**config.mk**
```make
export PLATFORM = sky130hd
export DESIGN_NAME = pru_cmd_encoder
export DESIGN_NICKNAME = d
export VERILOG_FILES = /design/src/rtl/pru_cmd_encoder.sv
export SDC_FILE = /design/constraint.sdc
export NUM_CORES = 1
export LEC_CHECK = 0
export ABC_AREA = 1
export BUFFER_PORTS_ARGS = -buffer_cell sky130_fd_sc_hd__buf_2
export CAP_MARGIN = 20
export CORE_UTILIZATION = 45
export DETAILED_ROUTE_END_ITERATION = 6
export SLEW_MARGIN = 20
export SYNTH_ARGS = -nofsm -noshare
export SYNTH_HDL_FRONTEND = slang
export SYNTH_SLANG_ARGS = --single-unit
export TNS_END_PERCENT = 10
```
**constraint.sdc**
```tcl
create_clock -name clk -period 8.5 [get_ports clk]
set_input_delay 1.275 -clock clk [delete_from_list [all_inputs] [get_ports clk]]
set_output_delay 1.275 -clock clk [all_outputs]
set_load 0.05 [all_outputs]
```
**src/rtl/pru_cmd_encoder.sv**
```systemverilog
// rtl/pru_cmd_encoder.sv - packs queued PRU commands into two strobed 32-bit words.
// Optional clip rejection of out-of-range draw commands: define PRU_CLIP_CHECK_EN.
module pru_cmd_encoder #(
  parameter int DEPTH   = 4,
  parameter int TIMEOUT = 65535,
  parameter int MAX_ROW = 639,
  parameter int MAX_COL = 479
) (
  input  logic        clk,
  input  logic        rst,
  input  logic        cmd_valid,
  output logic        cmd_ready,
  input  logic [9:0]  cmd_row,
  input  logic [8:0]  cmd_col,
  input  logic [9:0]  cmd_width,
  input  logic [8:0]  cmd_height_radius,
  input  logic [1:0]  cmd_shape,
  input  logic [1:0]  cmd_color,
  input  logic        cmd_subtract,
  input  logic        cmd_color_load,
  input  logic        pru_done,
  output logic [31:0] data,
  output logic        write,
  output logic        idle,
  output logic        timeout_err,
  output logic        clip_err
);

  localparam int PW = (DEPTH > 1) ? $clog2(DEPTH) : 1;
  localparam int TW = $clog2(TIMEOUT + 1);
  localparam int CW = 44;
  localparam logic [TW-1:0] TLAST = TW'(TIMEOUT - 1);
  localparam logic [TW-1:0] TMAX  = {TW{1'b1}};

  typedef enum logic [2:0] {IDLE, W0, GAP, W1, WAIT_DONE} state_t;

  // Entry layout: row, col, width, height_radius, shape, color, subtract, color_load
  function automatic logic [31:0] pack_w0(input logic [CW-1:0] e);
    return {1'b0, e[43:34], e[33:25], e[24:15], e[3:2]};
  endfunction

  function automatic logic [31:0] pack_w1(input logic [CW-1:0] e);
    return {16'h0000, e[0], e[1], 2'b00, ~e[0], e[5:4], e[14:6]};
  endfunction

  state_t          state_q, state_d;
  logic [CW-1:0]   mem_q [DEPTH];
  logic [CW-1:0]   mem_d [DEPTH];
  logic [PW-1:0]   wr_ptr_q, wr_ptr_d, rd_ptr_q, rd_ptr_d;
  logic [PW:0]     count_q, count_d;
  logic [31:0]     data_q, data_d, w1_q, w1_d;
  logic            write_q, write_d, idle_q, idle_d;
  logic            timeout_err_q, timeout_err_d, clip_err_q, clip_err_d;
  logic [TW-1:0]   timer_q, timer_d;
  logic [CW-1:0]   cmd_in, head;
  logic            pop, accept, clip_hit;

  assign cmd_in = {cmd_row, cmd_col, cmd_width, cmd_height_radius,
                   cmd_shape, cmd_color, cmd_subtract, cmd_color_load};
  assign head   = mem_q[rd_ptr_q];
  assign pop    = (state_q == IDLE) && (count_q != '0);
  // A pop in the same cycle frees a slot, so a full FIFO may still accept.
  assign cmd_ready = !rst && ((count_q != (PW+1)'(DEPTH)) || pop);
  assign accept    = cmd_valid && cmd_ready;

`ifdef PRU_CLIP_CHECK_EN
  localparam logic [9:0] MAX_ROW_L = MAX_ROW[9:0];
  localparam logic [8:0] MAX_COL_L = MAX_COL[8:0];
  assign clip_hit = !head[0] && ((head[43:34] > MAX_ROW_L) || (head[33:25] > MAX_COL_L));
`else
  assign clip_hit = 1'b0;
`endif

  always_ff @(posedge clk) begin
    if (rst) state_q <= IDLE;
    else     state_q <= state_d;
  end

  always_comb begin
    state_d = state_q;
    case (state_q)
      IDLE:      if (pop && !clip_hit) state_d = W0;
      W0:        state_d = GAP;
      GAP:       state_d = W1;
      W1:        state_d = w1_q[11] ? WAIT_DONE : IDLE;
      WAIT_DONE: if (pru_done || timer_q == TLAST) state_d = IDLE;
      default:   state_d = IDLE;
    endcase
  end

  always_comb begin
    mem_d         = mem_q;
    wr_ptr_d      = wr_ptr_q;
    rd_ptr_d      = rd_ptr_q;
    count_d       = count_q;
    data_d        = data_q;
    w1_d          = w1_q;
    timer_d       = timer_q;
    timeout_err_d = timeout_err_q;
    clip_err_d    = clip_err_q | (pop && clip_hit);
    if (accept) begin
      mem_d[wr_ptr_q] = cmd_in;
      wr_ptr_d        = wr_ptr_q + 1'b1;
    end
    if (pop) rd_ptr_d = rd_ptr_q + 1'b1;
    count_d = count_q + (PW+1)'(accept) - (PW+1)'(pop);
    if (pop && !clip_hit) begin
      data_d = pack_w0(head);
      w1_d   = pack_w1(head);
    end
    if (state_q == GAP) data_d = w1_q;
    if (state_q == W1) timer_d = '0;
    if (state_q == WAIT_DONE) begin
      if (timer_q != TMAX) timer_d = timer_q + 1'b1;
      if (!pru_done && timer_q == TLAST) timeout_err_d = 1'b1;
    end
    // Strobe trails the state by one cycle so data is always set up first.
    write_d = (state_q == W0) || (state_q == W1);
    idle_d  = (state_q == IDLE) && (count_d == '0);
  end

  always_ff @(posedge clk) begin
    mem_q <= mem_d;
  end

  always_ff @(posedge clk) begin
    if (rst) begin
      wr_ptr_q      <= '0;
      rd_ptr_q      <= '0;
      count_q       <= '0;
      data_q        <= '0;
      w1_q          <= '0;
      write_q       <= 1'b0;
      idle_q        <= 1'b1;
      timer_q       <= '0;
      timeout_err_q <= 1'b0;
      clip_err_q    <= 1'b0;
    end else begin
      wr_ptr_q      <= wr_ptr_d;
      rd_ptr_q      <= rd_ptr_d;
      count_q       <= count_d;
      data_q        <= data_d;
      w1_q          <= w1_d;
      write_q       <= write_d;
      idle_q        <= idle_d;
      timer_q       <= timer_d;
      timeout_err_q <= timeout_err_d;
      clip_err_q    <= clip_err_d;
    end
  end

  assign data        = data_q;
  assign write       = write_q;
  assign idle        = idle_q;
  assign timeout_err = timeout_err_q;
  assign clip_err    = clip_err_q;

endmodule

```
Word-level counts from Yosys, hierarchy flattened
Index checks and enable logic that the tools add are counted.
{ "op_classes": {"eq_ne": 9, "order_cmp": 3, "reduce_logical": 17, "add_sub_neg": 5, "bitwise_logic": 3, "muxes": 15} }
{ "op_table": {"columns": ["op", "count"], "rows": [
  ["$bwmux 176", 1],
  ["$mux 44", 3],
  ["$bmux 44 s2", 1],
  ["$demux 44 s2", 1],
  ["$mux 32", 2],
  ["$mux 16", 3],
  ["$add 16x1->16 const B", 1],
  ["$eq 16x16->1 const B", 1],
  ["$ne 16x16->1 const B", 1],
  ["$pmux 3 s5", 1],
  ["$mux 3", 3],
  ["$eq 3x2->1 const B", 2],
  ["$ge 3x3->1 const B", 2],
  ["$logic_and 1x1->1", 6],
  ["$logic_not 3->1", 2],
  ["$not 2->3", 2],
  ["$add 2x1->2 const B", 2],
  ["$ne 2x2->1 const B", 2],
  ["$reduce_and 2->1", 2],
  ["$add 3x1->3", 1],
  ["$eq 3x1->1 const B", 1],
  ["$eq 3x3->1 const B", 1],
  ["$logic_or 1x1->1", 3],
  ["$lt 3x1->1 const B", 1],
  ["other kinds (6)", 7]
]} }
{ "word_totals": {"in_bits": 48, "reg_bits": 251, "out_inout_bits": 37} }

Longest topological paths before layout
{ "logic_depth": {"word_depth": 9, "mapped_depth": 15, "mapped_depth_nobuf": 15} }

Least setup slack after synthesis
No wires, ideal clock.
{ "synth_timing": {"kind": "input -> register", "start": "in rst", "end": "reg mem_q[0] (netlist bit), enable pin", "required_time_ns": 8.054, "path_buffers": 1, "arrival_ns": 4.189, "path_slack_ns": 3.866, "setup_time_ns": 0.446, "cell_stages": 4, "cell_sequence": "clkbuf_1 a21oi_2 nand2_1 nor2_1"} }
{ "synth_via": {"elab_chain_len": 3} }
{ "synth_rtl": {"columns": ["element", "line_no", "rtl"], "rows": [
  ["start: declaration", "10", "input logic rst,"],
  ["$logic_not 1->1", "63", "assign cmd_ready = !rst && ((count_q != (PW+1)'(DEPTH)) || pop);"],
  ["$logic_and 1x1->1", "63", null],
  ["via cmd_ready", "12", "output logic cmd_ready,"],
  ["$logic_and 1x1->1", "64", "assign accept = cmd_valid && cmd_ready;"],
  ["end signal: assignment", "123", "mem_q <= mem_d;"],
  ["end: declaration", "47", "logic [CW-1:0] mem_q [DEPTH];"]
]} }
The timed path passes the listed nets, and every way through them passes these cells.
A chain may end at the register's enable or synchronous reset.

Worst setup path in the final report
{ "layout_timing": {"start": "in rst", "end": "out cmd_ready"} }
{ "layout_via": {"elab_chain_len": 2} }
{ "layout_rtl": {"columns": ["element", "line_no"], "rows": [
  ["$logic_not 1->1", "63"],
  ["$logic_and 1x1->1", "63"],
  ["end: declaration", "12"]
]} }
Every way passes these cells.

==> flow_summary.ini <==
[run_status]
status = finished clean

[synth]
yosysUniqueCellTypes = 36
syn_inst = 969
ys_ff_latch = 250
syn_area_per_cell_um2 = 10.36
synth_compound_area_share_pct = 9.799
syn_area_mm2 = 0.01004
yosys_warnings = 0
synth_ff_type = edfxtp_1
yosysSeqAreaShare_pct = 67.42
synth_top_family_by_area = simple AND/OR/NAND/NOR gates
synth-edff-count = 176
synth_mux_area_share_pct = 0
synth_fa_ha_area_share_pct = 1.197
synth_xor_area_share_pct = 0.1745
synthSimpleGateAreaFrac_pct = 17.48
async_flop_share_pct = 0

[grt]
grt_pass1_vias = 6601
grt_max_degree = 90
track_usage_pct = 19.40
grt_pass1_wl_mm = 34.17
met2_usage_pct = 32.95
grt_overflow = 0
grtUsageMet1_pct = 25.49
grt_busiest_layer = met2
antenna_found_initial = 0
grt_use_met3_pct = 3.072

[clock_network]
cts_setup_buffers = 0
tritoncts = yes
htreeDepth = 1
clk_pin_slew_ns = 0.05
holdBufCountCts = 0
insertion_delay_ns = 0.53
cts_resized = 0
clockBufferDepth = 3
cts_root_buf = clkbuf_16
cts.sinks = 250
cts_made_buffers = 27

[drt]
wl_per_cell_um = 16.23
vias = 6980
drtAntennaViolNets = 0
drc = 0
drt_iter0_markers = 380
viasPerCell = 5.201
drt-pass1-iter-count = 4
routed_wl_mm = 21.79

[sta]
timing_hold_violations_final = 0
drv_slew = 0
slew_headroom_pct = 33.27
max_freq_mhz = 290.9
rsz0062_at_grt = false
finalCritPeriodShare_pct = 40.44
min_period_ns = 3.438
setup_viol = 0
worst_slew_pin_slew_ns = 0.9985
setup_tns_ns = 0
skew_ns = 0.01397

[worst_setup_path]
setup.worst_path.end_class = output port
cp_max_fo = 38
startpoint_type = input pin
endpoint = cmd_ready
path_class = input pin to output port
reg2reg_depth = 14
worstPathRequired_ns = 7.22
crit_arrival_ns = 2.16
reg2reg_from = state_q[2]
cp-startpoint = rst
ff2ff_setup_slack_ns = 5.37
r2r-end = idle

[place]
port_buffers = 82
dpl.hpwl_mm = 12.21
place_congestion = 0.8255

[floorplan]
die_w_um = 151.3
row_count = 54
ios = 85
core_mm2 = 0.02182
die_y_um = 151.3
die_area_mm2 = 0.02290
start_util_pct = 45.99

[pwr]
vdd_drop_max_mv = 0.1833
leakage_nw = 4.391
power_density_mw_per_mm2 = 338.0

[finish]
drive_gt1_share_pct = 14.97
area_delta_synth_final_pct = 15.05
fin_util_pct = 52.91
num_antenna_cells = 0
fin_nets = 1098

[min_path]
hp-class = register to register

[flow_run]
cap_violations = 0
==> power by group <==
group | internal, mW | switching (mW) | total (mW) | leakage, nW
sequential | 1.46 | 0.0687 | 1.53 | 2.21
combinational | 0.329 | 0.930 | 1.26 | 1.77
clock | 0.651 | 0.465 | 1.12 | 0.416
total | 2.44 | 1.46 | 3.90 | 4.39
==> through the flow <==
stage / instance area [um2] / total power, mW / setup WS [ns] / std cells / hold slack (ns)
4_1_cts: 11530 / 3.943 / 5.050 / 1341 / 0.4632
6_report: 11550 / 3.903 / 5.062 / 1342 / 0.4591
3_5_place_dp: 10680 / 2.821 / 4.706 / 1291 / 0.4541
2_1_floorplan: 10040 / 2.498 / 3.866 / 970 / 0.4361
3_3_place_gp: 10680 / 2.804 / 4.748 / 1291 / 0.4481
5_1_grt: 11550 / 4.136 / 4.992 / 1342 / 0.4828
==> Yosys cell counts (all sizes together), types with 2 or more instances <==
cell type	instances	area, um2
nand2	192	740.7
a21oi	61	309.1
clkbuf	28	105.1
dfxtp	74	1481
o21ai	92	471.7
ha	8	100.1
buf	24	131.4
nand4	4	25.02
inv	41	153.9
and3	2	12.51
nor2	180	711.9
edfxtp	176	5285
o22ai	29	181.4
nand3	48	245.2
==> final cells by class <==
| type | count | area, um2 |
|---|---|---|
| inverters | 41 | 155.1 |
| clock buffers | 31 | 700.7 |
| fillers | 1934 | 10280 |
| clock inverters | 19 | 150.1 |
| multi-input cells | 627 | 2913 |
| well taps | 280 | 350.3 |
| flip-flops and latches | 250 | 6769 |
| repair buffers | 94 | 508.0 |
==> worst max-delay path, stage by stage <==
cell	delay, ns
buf_2	0.10
buf_4	0.26
a21oi_2	0.22
buf_2	0.30
==> metal layers <==
| layer | wire length, um | part of all wire [%] | vias to the layer above |
|---|---|---|---|
| li1 | - | - | 3451 |
| met1 | 9570 | 44 | 3316 |
| met2 | 10600 | 49 | 172 |
| met3 | 1202 | 5.5 | 41 |
| met4 | 415 | 1.9 | 0 |
| met5 | 0 | 0 | - |
==> state kept, by name, indices dropped and copies added (netlist names), 2 cells and up <==
signal,count
count_q,3
mem_q,176
w1_q,14
timer_q,16
state_q,3
data,31
rd_ptr_q,2
wr_ptr_q,2
==> layout by cell type, fill, tap and decap left out, drive strengths merged, types with 8 or more instances in the layout <==
cell type / n
edfxtp: 176
dfxtp: 74
a21oi: 61
inv: 41
nor2: 180
ha: 8
o22ai: 29
nand3: 48
clkbuf: 31
o21ai: 92
clkinv: 14
buf: 94
nand2: 192
==> worst min path at each step <==
stage | slack [ns] | from | endpoint | cells past startpoint
2_1_floorplan | 0.44 | w1_q[11] | w1_q[11] | 2
3_3_place_gp | 0.45 | timeout_err | timeout_err | 2
3_5_place_dp | 0.45 | data[16] | data[16] | 2
4_1_cts | 0.46 | data[16] | data[16] | 2
5_1_grt | 0.48 | data[25] | data[25] | 2
6_report | 0.46 | data[16] | data[16] | 2
==> cells by family (layout without fill, tap and decap cells) <==
kind of cell,count (synthesis),after routing
adder cells (fa/ha/maj),9,9
flip-flops,250,250
other,1,2
AND/OR/NAND/NOR,429,429
XOR/XNOR,2,2
AO/OA/AOI/OAI,185,185
buffers and inverters,93,185
Power figures use the tool's default switching activity.
